File: config.mk
export PLATFORM = sky130hd
export DESIGN_NAME = dmem_lsu
export DESIGN_NICKNAME = d
export VERILOG_FILES = /design/src/rtl/dmem_lsu.sv
export SDC_FILE = /design/constraint.sdc
export NUM_CORES = 1
export LEC_CHECK = 0
export ABC_CLOCK_PERIOD_IN_PS = 2400
export BUFFER_PORTS_ARGS = -buffer_cell sky130_fd_sc_hd__buf_2
export CORE_UTILIZATION = 47
export CTS_CLUSTER_SIZE = 40
export DETAILED_ROUTE_END_ITERATION = 6
export PLACE_DENSITY = 0.8
export SYNTH_ARGS = -nofsm -noshare
export SYNTH_HDL_FRONTEND = slang
export SYNTH_SLANG_ARGS = --single-unit
File: constraint.sdc
create_clock -name clk -period 2.4 [get_ports clk]
set_input_delay 0.6 -clock clk [delete_from_list [all_inputs] [get_ports clk]]
set_output_delay 0.6 -clock clk [all_outputs]
set_load 0.01 [all_outputs]
File: src/rtl/dmem_lsu.sv
// Load/store unit: word loads/stores over a req/gnt + rvalid bus, stalling the core until done.
// Define DMEM_WBUF_EN to post aligned stores into a single-entry write buffer.
module dmem_lsu #(
  parameter int AW      = 32,
  parameter int DW      = 32,
  parameter int TIMEOUT = 255
) (
  input  logic          clk,
  input  logic          rst,
  input  logic          memread,
  input  logic          memwrite,
  input  logic [AW-1:0] addr,
  input  logic [DW-1:0] wdata,
  output logic [DW-1:0] readdata,
  output logic          stall,
  output logic          misalign,
  output logic          bus_err,
  output logic          m_req,
  output logic          m_we,
  output logic [AW-1:0] m_addr,
  output logic [DW-1:0] m_wdata,
  input  logic          m_gnt,
  input  logic          m_rvalid,
  input  logic [DW-1:0] m_rdata
);

  // state  | meaning
  // IDLE   | no bus op; accept next access
  // REQ    | m_req high, bus address/data/we held until m_gnt
  // WAIT   | read granted, waiting for rvalid or timeout
  // DONE   | access complete, core retires the instruction
  typedef enum logic [1:0] {S_IDLE, S_REQ, S_WAIT, S_DONE} state_t;

  localparam int CW = $clog2(TIMEOUT + 1);

  state_t        state, state_nxt;
  logic [CW-1:0] cnt;
  logic          access, aligned, timeout, start, stall_fsm;

  assign access  = memread | memwrite;
  assign aligned = (addr[1:0] == 2'b00);
  assign timeout = (cnt == CW'(TIMEOUT));

`ifdef DMEM_WBUF_EN
  // posted: the store in REQ was already retired by the core
  logic posted;
`endif

  always_comb begin
    state_nxt = state;
    stall_fsm = 1'b0;
    start     = 1'b0;
    case (state)
      S_IDLE: begin
        if (access && aligned) begin
          start     = 1'b1;
          state_nxt = S_REQ;
`ifdef DMEM_WBUF_EN
          stall_fsm = ~memwrite;
`else
          stall_fsm = 1'b1;
`endif
        end
      end
      S_REQ: begin
`ifdef DMEM_WBUF_EN
        stall_fsm = posted ? access : 1'b1;
        if (m_gnt) state_nxt = posted ? S_IDLE : (m_we ? S_DONE : S_WAIT);
`else
        stall_fsm = 1'b1;
        if (m_gnt) state_nxt = m_we ? S_DONE : S_WAIT;
`endif
      end
      S_WAIT: begin
        stall_fsm = 1'b1;
        if (m_rvalid || timeout) state_nxt = S_DONE;
      end
      S_DONE: state_nxt = S_IDLE;
      default: state_nxt = S_IDLE;
    endcase
  end

  // Held reset releases the core even if it keeps presenting the aborted access.
  assign stall = stall_fsm & rst;

  always_ff @(posedge clk or negedge rst) begin
    if (!rst) begin
      state    <= S_IDLE;
      cnt      <= '0;
      m_req    <= 1'b0;
      m_we     <= 1'b0;
      m_addr   <= '0;
      m_wdata  <= '0;
      readdata <= '0;
      misalign <= 1'b0;
      bus_err  <= 1'b0;
`ifdef DMEM_WBUF_EN
      posted   <= 1'b0;
`endif
    end else begin
      state    <= state_nxt;
      misalign <= (state == S_IDLE) && access && !aligned;
      bus_err  <= (state == S_WAIT) && !m_rvalid && timeout;
      if (state == S_IDLE && access && !aligned) readdata <= '0;
      if (start) begin
        m_addr  <= {addr[AW-1:2], 2'b00};
        m_wdata <= wdata;
        m_we    <= memwrite;
        m_req   <= 1'b1;
`ifdef DMEM_WBUF_EN
        posted  <= memwrite;
`endif
      end
      if (state == S_REQ && m_gnt) begin
        m_req  <= 1'b0;
        cnt    <= '0;
`ifdef DMEM_WBUF_EN
        posted <= 1'b0;
`endif
      end
      if (state == S_WAIT) begin
        if (m_rvalid)     readdata <= m_rdata;
        else if (timeout) readdata <= DW'(32'hDEAD_BEEF);
        else              cnt      <= cnt + CW'(1);
      end
    end
  end

endmodule
Word-level counts from Yosys, hierarchy flattened
Index checks and enable logic that the tools add are counted.
{"block": "totals", "regBits": 108, "word_cells": 51, "out_inout_bits": 101, "inputBits": 102}
{"block": "op_classes", "reduce_logical": 14, "n_eq_ne": 7, "mux": 18, "bitwise_logic": 2, "addsub": 1}
{"cell": "2-to-1 mux 32 bit", "n": 4}
{"cell": "2-to-1 mux 8 bit", "n": 4}
{"cell": "adder 8 x 1 -> 8 bit (second input constant)", "n": 1}
{"cell": "equality test 8 bit (second input constant)", "n": 1}
{"cell": "one-hot mux 2 bit (4 select lines)", "n": 1}
{"cell": "logical AND 1 bit", "n": 6}
{"cell": "2-to-1 mux 2 bit", "n": 3}
{"cell": "inequality test 2 bit (second input constant)", "n": 3}
{"cell": "2-to-1 mux 1 bit", "n": 5}
{"cell": "equality test 2 bit (second input constant)", "n": 2}
{"cell": "logical NOT 2 bit", "n": 2}
{"cell": "AND reduction 3 bit", "n": 1}
{"cell": "equality test 2 x 1 -> 1 bit (second input constant)", "n": 1}
{"cell": "logical NOT 1 bit", "n": 2}
{"cell": "one-hot mux 1 bit (2 select lines)", "n": 1}
{"cell": "nonzero test 2 bit", "n": 1}
{"cell": "OR reduction 2 bit", "n": 1}
{"cell": "bitwise AND 1 bit", "n": 1}
{"cell": "logical OR 1 bit", "n": 1}
{"cell": "OR 1 bit", "n": 1}

Longest topological paths before layout
{"block": "depth", "word_depth": 7, "mapped_depth": 7, "mapped_depth_nobuf": 6}

Worst setup path before layout
OpenSTA, ideal clock, no wires.
{"block": "synth_timing", "kind": "reg2out", "start": "register state[0]", "end": "output port stall", "path_buffers": 2, "required_time_ps": 1800, "arrival_ps": 1607, "stages_incl_launch_ff": 8, "setup_slack_ps": 193, "cell_sequence": "dfrtp_1 -> inv_1 -> ha_1 -> nor4b_2 -> buf_4 -> buf_4 -> nor2_1 -> nor3b_1"}
{"block": "synth_via", "elab_chain_cells": 4, "word_cells_on_any_way": 6, "classes_between": "eq/ne (2); mux (1); bitwise (1); reduce/logical (2)"}
{"item": "from (decl)", "line_no": "36", "text": "state_t state, state_nxt;"}
{"item": "from (signal assigned)", "line_no": "101", "text": "state <= state_nxt;"}
{"item": "equality test 2 bit or equality test 2 x 1 -> 1 bit (tied branches)", "line_no": "53", "text": "case (state)"}
{"item": "OR reduction 2 bit (no line)"}
{"item": "one-hot mux 1 bit (2 select lines) (*)", "line_no": "53"}
{"item": "bitwise AND 1 bit (*)", "line_no": "84", "text": "assign stall = stall_fsm & rst;"}
{"item": "to (decl)", "line_no": "15", "text": "output logic stall,"}
Every way passes the cells marked *; elsewhere a longest branch is shown, timed or not.

Worst setup path after layout
Ends and elaborated chain as after synthesis.

==> run_results.csv <==
group,metric,value,unit
layout,drive_gt1_share,55.0,%
logic_synthesis,synth_edf_count,0,
detailed_routing,post_drt_wl_per_cell,15.3,um
power,pwr-share-clk,14.2,%
layout,most-common-layout-cells,"199 x buf_2, 108 x dfrtp_1, 63 x mux2_2",
logic_synthesis,synth_top_area_share,61.4,%
detailed_routing,vias,3344,
detailed_routing,route.detailed.drc,0,
layout,final_cells,653,
setup_path,worstPathMaxFanout,5,
layout,utilization,64.5,%
sta,period_needed,2.31,ns
global_route,gr-usage-all-layers,20.8,%
global_route,grt_pass1_vias,3348,
power,intPower,4.54,mW
clocking,cts.htree.levels,3,
clocking,hold_buffers,0,
sta,maxSlewHeadroom,45.8,%
layout,multi_input_area,1620,um^2
floorplan,dieHeight,98.8,um
logic_synthesis,synth-seq-cells,108,
detailed_routing,drtIter0Drc,119,
clocking,cts_tree,"done",
logic_synthesis,netlist_area,4400,um^2
sta,setup_tns,0,ns
min_path,hold_class,"in2async",
power,ir_worst_vdd,0.000553,V
layout,post-route-cell-area,5740,um^2
logic_synthesis,synthFlopType,"dfrtp_1",
logic_synthesis,ys_seq_area_share,61.4,%
placement,dp_slack,0.274,ns
clocking,clk_latency,0.36,ns
power,swShare,36.5,%
clocking,cts_buffers,9,
power,p_total,7.15,mW
setup_path,path_class,"reg2out",
setup_path,cp.arrival,1.71,ns
status,status,"finished clean",
sta,fin_hold_ws,0.328,ns
layout,finalNetCount,648,
power,p_seq_share,43.6,%
power,p_leak,2.94,nW
logic_synthesis,async_reset_ff_share,100,%
global_route,antenna_found_initial,0,
setup_path,cp_num_buf_inv,2,
placement,hpwl,7310,um
floorplan,core_area,8890,um^2
setup_path,crit_family,"simple AND/OR/NAND/NOR gates",
sta,worst_slack,0.0873,ns
layout,n_antenna_cell,0,
placement,gp_congestion,0.824,
clocking,clk_pin_slew,0.10,ns
floorplan,die_w,98.8,um
placement,numPortBuffers,200,
sta,finalSetupViolCount,0,
layout,mostFrequentLayoutCell,"buf_2",
sta,drv_slew,0,
setup_path,required,1.80,ns
clocking,cts_buffer_depth,2,
sta,finalHoldViolCount,0,
floorplan,floorplan.die_area,9760,um^2
detailed_routing,drt-total-wl,10000,um
setup_path,max_stage_delay,0.43,ns
run,cap_violations,0,
sta,final.setup_skew,0.0199,ns
setup_path,cp-end-kind,"output pin",
layout,seqCellArea,2700,um^2
global_route,gr-total-overflow,0,
layout,fill_cells,706,
layout,syn_to_final_growth,30.3,%
logic_synthesis,synth.distinct_cells,38,
setup_path,crit_slowest_cell,"dfrtp_1",
power,p_comb_share,42.1,%
sta,max_slew.worst_pin.slew,0.811,ns
global_route,grt_pass1_wl,16000,um
global_route,grt_max_degree,109,
logic_synthesis,ys_warn_count,0,
floorplan,io_pins,203,
detailed_routing,via_per_inst,5.12,
logic_synthesis,synth_cells,338,
clocking,cts_sinks,108,
setup_path,worstSetupStartpointType,"flip-flop",
sta,layout_worst_path_cycle_share,96.4,%
detailed_routing,first_pass_iters,4,
logic_synthesis,yosysTopAreaCell,"dfrtp_1",
logic_synthesis,postSynthAreaPerCell,13.0,um^2
setup_path,worstPathCellList,"inv_2, ha_4, nor4b_4, nor2_1, nor3b_2, buf_2",
placement,dpl.cell_count,635,
clocking,clockRootBuffer,"clkbuf_8",
floorplan,rows,34,
power,power_density,1250,nW/um^2
logic_synthesis,synthTopCellsByArea,"dfrtp_1 61%, mux2_2 16%, a21oi_1 3.3%",
floorplan,start_util,49.5,%
power,p_sw,2.61,mW
detailed_routing,antenna_left,0,
sta,max_freq,0.432,GHz
placement,placed_area,5520,um^2
repair_timing:
action / in CTS / in global routing
pin swaps: 0 / 0
resized for setup: 2 / 3
buffers inserted: 1 / 1
cloned: 0 / 0
endpoints found under the setup margin: 1 / 1
area by class of cell:
type	instances	area share [%]
inverter	3	0.196
clock buffer	9	2.16
tap	108	2.36
sequential	108	47.1
clock inverter	7	1.00
timing repair buffer	208	19.0
multi-input combinational	210	28.2
per-layer routing:
| metal | GRT usage [%] | routed length [um] | share of wire (%) |
|---|---|---|---|
| met1 | 25.6 | 4210 | 42 |
| met2 | 36.8 | 5100 | 51 |
| met3 | 5.32 | 679 | 6.8 |
| met4 | 4.94 | 34 | 0.34 |
| met5 | 0 | 0 | 0 |
synthesized netlist by cell type (2+ instances only):
cell      instances
and3_1            4
inv_1             3
mux2_2           63
buf_4             8
a32o_1            8
nor2_1           29
dfrtp_1         108
nand3_1           6
nand2_1          29
ha_1              6
a21oi_1          29
clkbuf_1          5
a211o_1           3
buf_2             3
o21a_1            2
nor3_1            4
nand2b_1          2
o21ai_0           6
worst paths after layout:
check / cells past startpoint / slack (ns) / end / from
max: 6 / 0.09 / stall / state[0]$_DFFE_PN0P_
max in group asynchronous: 2 / 1.66 / m_addr[25]$_DFFE_PN0P_ / rst
min in group clk: 2 / 0.46 / readdata[29]$_DFF_PN0_ / m_rdata[29]
min: 2 / 0.33 / m_wdata[25]$_DFFE_PN0P_ / rst
max reg2reg: 6 / 0.42 / cnt[5]$_DFF_PN0_ / state[0]$_DFFE_PN0P_
min reg2reg: 1 / 0.50 / m_req$_DFFE_PN0P_ / m_req$_DFFE_PN0P_
registers in the layout, indices dropped and copies added (netlist names):
signal / flops
m_addr: 30
m_wdata: 32
bus_err: 1
readdata: 32
misalign: 1
state: 2
m_req: 1
m_we: 1
cnt: 8
cell families (layout without fill, tap and decap cells):
logic type | after synthesis | in the layout | synth area share, %
fa+ha+maj | 6 | 6 | 1.70
compound gates | 54 | 54 | 8.55
flops | 108 | 108 | 61.4
buf+inv | 21 | 227 | 2.73
mux | 64 | 64 | 16.5
other cells | 1 | 2 | 0.0852
xor+xnor | 1 | 1 | 0.199
simple gates | 83 | 83 | 8.89
power by group through the flow:
stage | Sequential, mW | Combinational (mW) | Clock, mW
final | 3.12 | 3.01 | 1.02
after detailed placement | 3.15 | 3.00 | 0
after floorplan | 3.53 | 1.30 | 0
after CTS | 3.12 | 3.01 | 1.06
after global routing | 3.23 | 3.30 | 1.12
after global placement | 3.08 | 2.90 | 0
worst reg2reg max path: stages, from the launching register on:
cell	delay, ns
dfrtp_1	0.43
inv_2	0.13
ha_1	0.27
nand2b_1	0.22
a41oi_4	0.34
a21oi_1	0.16
a211o_1	0.32
Note: power is estimated with default switching activity, not from simulation.
